$ cat src/rtl/serial_add_ctrl.sv
// rtl/serial_add_ctrl.sv - bit-serial add/subtract sequencer driving an external full adder
// One operand bit per cycle, LSB first; the adder itself lives outside this block.
module serial_add_ctrl #(
    parameter int WIDTH = 32
) (
    input  logic             clk,
    input  logic             rst,
    input  logic             start,
    input  logic             sub,
    input  logic [WIDTH-1:0] A,
    input  logic [WIDTH-1:0] B,
    input  logic             C_in,
    output logic             fa_a,
    output logic             fa_b,
    output logic             fa_cin,
    input  logic             fa_r,
    input  logic             fa_cout,
    output logic             busy,
    output logic             done,
    output logic [WIDTH-1:0] R,
    output logic             C_out,
    output logic             ovf
);

    localparam int CW = (WIDTH > 1) ? $clog2(WIDTH) : 1;
    localparam logic [CW-1:0] LAST = CW'(WIDTH - 1);

    typedef enum logic [1:0] {
        IDLE,
        RUN,
        DONE
    } state_t;

    state_t           state;
    state_t           state_nxt;
    logic [WIDTH-1:0] a_reg;
    logic [WIDTH-1:0] b_reg;
    logic [CW-1:0]    cnt;
    logic             carry;
    logic             accept;
    logic             step;
    logic             last;

    always_ff @(posedge clk or posedge rst) begin
        if (rst) begin
            state <= IDLE;
        end else begin
            state <= state_nxt;
        end
    end

    always_comb begin
        state_nxt = state;
        accept    = 1'b0;
        step      = 1'b0;
        last      = 1'b0;
        busy      = 1'b0;
        done      = 1'b0;
        fa_a      = 1'b0;
        fa_b      = 1'b0;
        fa_cin    = 1'b0;
        unique case (state)
            IDLE: begin
                if (start) begin
                    accept    = 1'b1;
                    state_nxt = RUN;
                end
            end
            RUN: begin
                busy   = 1'b1;
                step   = 1'b1;
                fa_a   = a_reg[cnt];
                fa_b   = b_reg[cnt];
                fa_cin = carry;
                if (cnt == LAST) begin
                    last      = 1'b1;
                    state_nxt = DONE;
                end
            end
            DONE: begin
                busy      = 1'b1;
                done      = 1'b1;
                state_nxt = IDLE;
            end
            default: state_nxt = IDLE;
        endcase
    end

    // Subtraction is A + ~B + 1, so the inversion and the +1 are folded in at capture.
    always_ff @(posedge clk or posedge rst) begin
        if (rst) begin
            a_reg <= '0;
            b_reg <= '0;
            carry <= 1'b0;
            cnt   <= '0;
            R     <= '0;
            C_out <= 1'b0;
            ovf   <= 1'b0;
        end else if (accept) begin
            a_reg <= A;
            b_reg <= sub ? ~B : B;
            carry <= sub ? 1'b1 : C_in;
            cnt   <= '0;
            R     <= '0;
            C_out <= 1'b0;
            ovf   <= 1'b0;
        end else if (step) begin
            R[cnt] <= fa_r;
            carry  <= fa_cout;
            // Wrap to zero on the last bit so cnt never leaves 0..WIDTH-1.
            cnt    <= last ? '0 : cnt + 1'b1;
            if (last) begin
                C_out <= fa_cout;
                ovf   <= fa_cin ^ fa_cout;
            end
        end
    end

endmodule
$ cat config.mk
export PLATFORM = sky130hd
export DESIGN_NAME = serial_add_ctrl
export DESIGN_NICKNAME = d
export VERILOG_FILES = /design/src/rtl/serial_add_ctrl.sv
export SDC_FILE = /design/constraint.sdc
export NUM_CORES = 1
export LEC_CHECK = 0
export ABC_AREA = 0
export CORE_AREA = 2 2 120 122
export DETAILED_ROUTE_END_ITERATION = 12
export DIE_AREA = 0 0 122 124
export PLACE_DENSITY = 0.66
export SYNTH_ARGS = -nofsm -noshare
export SYNTH_HDL_FRONTEND = slang
export SYNTH_SLANG_ARGS = --single-unit
export TNS_END_PERCENT = 5
$ cat constraint.sdc
create_clock -name clk -period 3.65 [get_ports clk]
set_input_delay 0.73 -clock clk [delete_from_list [all_inputs] [get_ports clk]]
set_output_delay 0.73 -clock clk [all_outputs]
set_load 0.1 [all_outputs]
==> metrics <==
Final Max Slew Viols=0; first-pass GRT wire length=20.9 mm; cell internal pwr=between 2 and 3 mW; layout net count=~730; htree depth=3; DIE HEIGHT=124 µm; Clock transition at path regs=0.07 ns; Final Hold Violating Endpoints=0; most common cell after layout, fill and taps aside=nand2_1; sequential share of the synthesized area=0.503; DRC Markers=0; flop2flop setup slack=1.28 ns; Slew @ Worst Pin=1.06 ns; Max Freq=312 MHz; status=completed; grt ovf=0; Synth Instances=around 570; Psw=1.97 mW; worst vdd ir=323 µV; Clock Sinks=about 110; Critical Path AT=2.48 ns; RSZ-0062 raised after global routing=no; static leakage=around 3 nW; clock tree from TritonCTS=yes; cell area power density=724 mW/mm²; Netlist Area Pre-Place=0.00528 mm²; Final min period=3.21 ns; DRT antenna net count=0; Setup Buffers After CTS=0; Area Overhead vs Synth=29.6%; Seq cells post-synth=about 110; Crit Path Max Fanout=15; Iteration-0 DRC Markers=340; Primary FF master, synth=dfrtp_1; Crit. End Element=output pin; Final WS setup=0.444 ns; worst min-delay path category=flop to flop; Vias=about 4200; DR WL/cell=roughly 15 µm; setup TNS=0 ns; Hold Crit Depth=2; Clock Latency Late Sink=between 0.3 and 0.4 ns; Hold Crit Endpoint=a_reg[28]; Yosys top cell area share=0.503; Vias/cell=5.06; RR Startpoint=cnt[1]; initial antenna violation count=0; worst-case clock buffer depth=2; layout cells sized above 1=0.0623; Worst path top cell family by delay=compound AO/OA/AOI/OAI gates; largest net degree at the start of global routing=76; Combinational Power Share=0.395; all-layer global routing usage=0.180; Rel. slew slack=0.293; Final Skew=0.00643 ns; worst slack, placed=0.844 ns; core area=0.0137 mm²; CTS root buf=clkbuf_16; cell depth of the worst flop-to-flop path=7; Switching Share=0.398; sequence of cells on the critical path=or3b_2 > o22ai_1 > o21ai_0 > a31oi_1 > buf_12; Util after Layout=0.498; asr flop ratio synth=1.00; Syn. warnings=0; synthesized net count=around 650; max_cap viols=0; Initial Utilization=0.384; Die X=122 µm; # setup viols final=0; Yosys cell types=38; CP max-delay cell=or3b_2; RR Endpoint=state[0]; number of buffers added on ports=109; slowest stage delay, CP=a little over 0.6 ns; dpl hpwl=9.66 mm; DR pass1 iterations=4; Final period util=0.878; DIE AREA=0.0151 mm²; top cell type by total area after synthesis=dfrtp_1; cts bufs inserted=9; vias in the first global route=4152; CP startpoint kind=flop; hold_sp=a_reg[28]; Clock power frac=0.220; critical path class=flop to output pin; worst path bufs/invs=1; main area contributors after synthesis=dfrtp_1 50%, nand2_1 11%, o21ai_0 6.5%; hold buffers post-CTS=0; Post-Route WL=13.0 mm; n_diodes=0; Core Rows=43; most frequent cells in the layout=147 x nand2_1, 106 x dfrtp_1, 103 x clkdlybuf4s50_1, 68 x o21ai_0, 35 x a21oi_1; Post-CTS Resized=0; Post-Syn Area per Cell=9.27 µm²; I/O pin cnt=110; Post-synth EDFFs=0; GPL Wtd Cong=0.809; sequential power share=0.385; Worst Path Required=2.92 ns
==> how the worst max path moves through the flow <==
stage                      start  endpoint  cells after the start
after floorplan           cnt[2]      fa_b                      5
after global placement    cnt[4]      fa_b                      5
after detailed placement  cnt[4]      fa_b                      5
after CTS                 cnt[4]      fa_b                      5
after global routing      cnt[4]      fa_b                      5
final                     cnt[4]      fa_b                      5
==> worst min-delay path, cell delays in order, from the launching register on <==
cell and delay (ns):
dfrtp_1 0.34, nand2_1 0.05, nand2_1 0.05
==> cells in the mapped netlist (2+ instances only) <==
cell type,n
a21oi_1,35
inv_1,8
a221oi_2,2
o22ai_1,5
and2_1,5
mux4_2,2
and3_1,3
nand3_1,29
mux2i_1,23
nor3_1,3
o31ai_1,2
a22o_1,2
clkbuf_1,34
nor2_1,18
mux4_1,6
dfrtp_1,106
buf_2,8
and2_0,2
a31oi_1,2
nand2_1,148
xnor2_1,33
o21ai_0,68
ha_1,9
nor2b_1,2
==> layer usage <==
metal | vias to the layer above | global-route usage | share of wire
li1 | 2072 | - | -
met1 | 2003 | 0.244 | 0.44
met2 | 148 | 0.287 | 0.47
met3 | 20 | 0.0316 | 0.065
met4 | 0 | 0.0747 | 0.022
met5 | - | 0 | 0
==> area by class of cell <==
type	count	area (µm²)
tap	180	225
sequential	106	2650
fill	1262	6880
clock buffer	11	233
inverter	8	32.5
timing repair buffer	119	1190
multi-input combinational	409	2410
clock inverter	5	103
==> cell families (layout without fill, tap and decap cells) <==
| group | after synthesis | after routing | synth area share |
|---|---|---|---|
| AOI/OAI and AO/OA | 118 | 118 | 0.121 |
| xor gates and xnor gates | 33 | 33 | 0.0548 |
| adders and majority gates | 9 | 9 | 0.0213 |
| buffers and inverters | 54 | 143 | 0.0427 |
| DFF | 106 | 106 | 0.503 |
| muxes | 31 | 31 | 0.0821 |
| and+or+nand+nor | 218 | 218 | 0.175 |
==> per-stage QoR <==
step	instance area (µm²)	cells	power, mW	hold slack [ns]
3_3_place_gp	6500	822	3.84	0.459
6_report	6840	838	4.95	0.475
4_1_cts	6840	838	4.98	0.478
2_1_floorplan	5280	569	3.28	0.437
3_5_place_dp	6500	822	3.89	0.461
5_1_grt	6840	838	5.26	0.498
==> power groups by stage <==
stage	logic [mW]	registers [mW]	clock network, mW
floorplan	1.32	1.96	0
global placement	1.90	1.94	0
detailed placement	1.96	1.93	0
CTS	1.96	1.91	1.11
global route	2.14	1.95	1.16
finish	1.96	1.91	1.09
No activity file was read; power rests on OpenSTA's default activity.
==> RTL edit (same flow settings) <==
The 3 states of `state_t` get a one-hot encoding in 3 bits.
--- a/src/rtl/serial_add_ctrl.sv
+++ b/src/rtl/serial_add_ctrl.sv
@@ -27,6 +27,6 @@
 
-    typedef enum logic [1:0] {
-        IDLE,
-        RUN,
-        DONE
+    typedef enum logic [2:0] {
+        IDLE = 3'b001,
+        RUN  = 3'b010,
+        DONE = 3'b100
     } state_t;
Formal check against the unedited RTL: no difference found for any inputs over 10 cycles, from zero or initial values and one cycle with rst high; not proved beyond that.
==> RTL edit against the original RTL <==
- combinational power is 26% lower
- setup slack worse by 0.13 ns
- largest power group is now sequential cells
- power is 11% lower
- wire length is 2.4% lower
- sequential cell count is 1 higher
- largest cell class unchanged
- highest routed layer unchanged
- area after synthesis is 0.45% lower
- cell area is 0.71% lower
- critical endpoint is now fa_a
- critical path depth is 2 higher
==> RTL edit: results (changes against the original RTL) <==
stage;metric;value;unit;change
global_route;gr-usage-met1;0.228;;-0.0155
detailed_routing;vias;3924;;-7.5%
logic_synthesis;synth_cell_types;45;;+18%
place;post_dp_cell_area;6460;um^2;-0.67%
setup_path;crit_fanout;18;;+3
global_route;grt_use_total;0.173;;-0.00688
place;dp.cells;753;;-8.4%
power;internal-power;2.92;mW;-2.1%
global_route;grt_max_degree;70;;-7.9%
layout;multi_input_cells;348;;-15%
detailed_routing;routedWlPerCell;16.5;um;+6.4%
place;place_ws;0.701;ns;-0.143 ns
setup_path;critPathMaxStageDelay;0.71;ns;+0.10 ns
layout;fillCellCount;1205;;-4.5%
setup_path;setup.worst_path.end;fa_a;;
layout;final-seq-area;2680;um^2;+0.99%
hold_path;hold_end;a_reg[19];;
setup_path;reg2reg_to;ovf;;
place;place_congestion;0.829;;+2.5%
detailed_routing;detail_route.iter0.violations;309;;-9.1%
global_route;use_met2;0.285;;-0.00175
power;leakage;2.66;nW;-9.3%
outcome;status;finished clean;;
logic_synthesis;avgSynthCellArea;10.7;um^2;+15%
logic_synthesis;seq_area_frac_synth;0.510;;+0.00728
timing;fmax;300;MHz;-3.9%
hold_path;worstHoldStart;a_reg[19];;
logic_synthesis;ys_seq_elements;107;;+0.94%
detailed_routing;wl_met1;5560;um;-2.3%
place;place_hpwl;9210;um;-4.7%
detailed_routing;wl_met2;6280;um;+2.2%
layout;non_clock_inverter_count;4;;-4
setup_path;cp-startpoint;cnt[1];;
power;ir_drop;394;uV;+22%
logic_synthesis;synth.net_count;568;;-12%
logic_synthesis;synthTopCellsByArea;dfrtp_1 (51%), mux2_2 (7.3%), xnor2_1 (5.5%);;
timing;finClkSkew;0.00729;ns;+0.000860 ns
logic_synthesis;syn_area;5250;um^2;-0.45%
layout;clkbuf_count;12;;+1
[RTL edit: critical path: cells and delay by family (launching register included)]
family	cells	cell delay [ns]
buf+inv	2	0.57
compound gates	2	0.39
mux	1	0.34
simple gates	2	0.24
flops	1	0.71
[RTL edit: cells by family after synthesis]
| kind of cell | after synthesis | share of synthesized area |
|---|---|---|
| mux | 69 | 0.159 |
| xor+xnor | 33 | 0.0550 |
| flops | 107 | 0.510 |
| buf+inv | 37 | 0.0367 |
| fa+ha+maj | 5 | 0.0119 |
| simple gates | 147 | 0.129 |
| compound gates | 94 | 0.0984 |
[RTL edit: power groups by stage]
stage          clock [mW]  combinational (mW)  sequential (mW)
3_3_place_gp            0                1.40             1.91
3_5_place_dp            0                1.47             1.90
2_1_floorplan           0                1.14             1.82
4_1_cts              1.09                1.47             1.88
5_1_grt              1.12                1.59             1.92
6_report             1.07                1.46             1.88
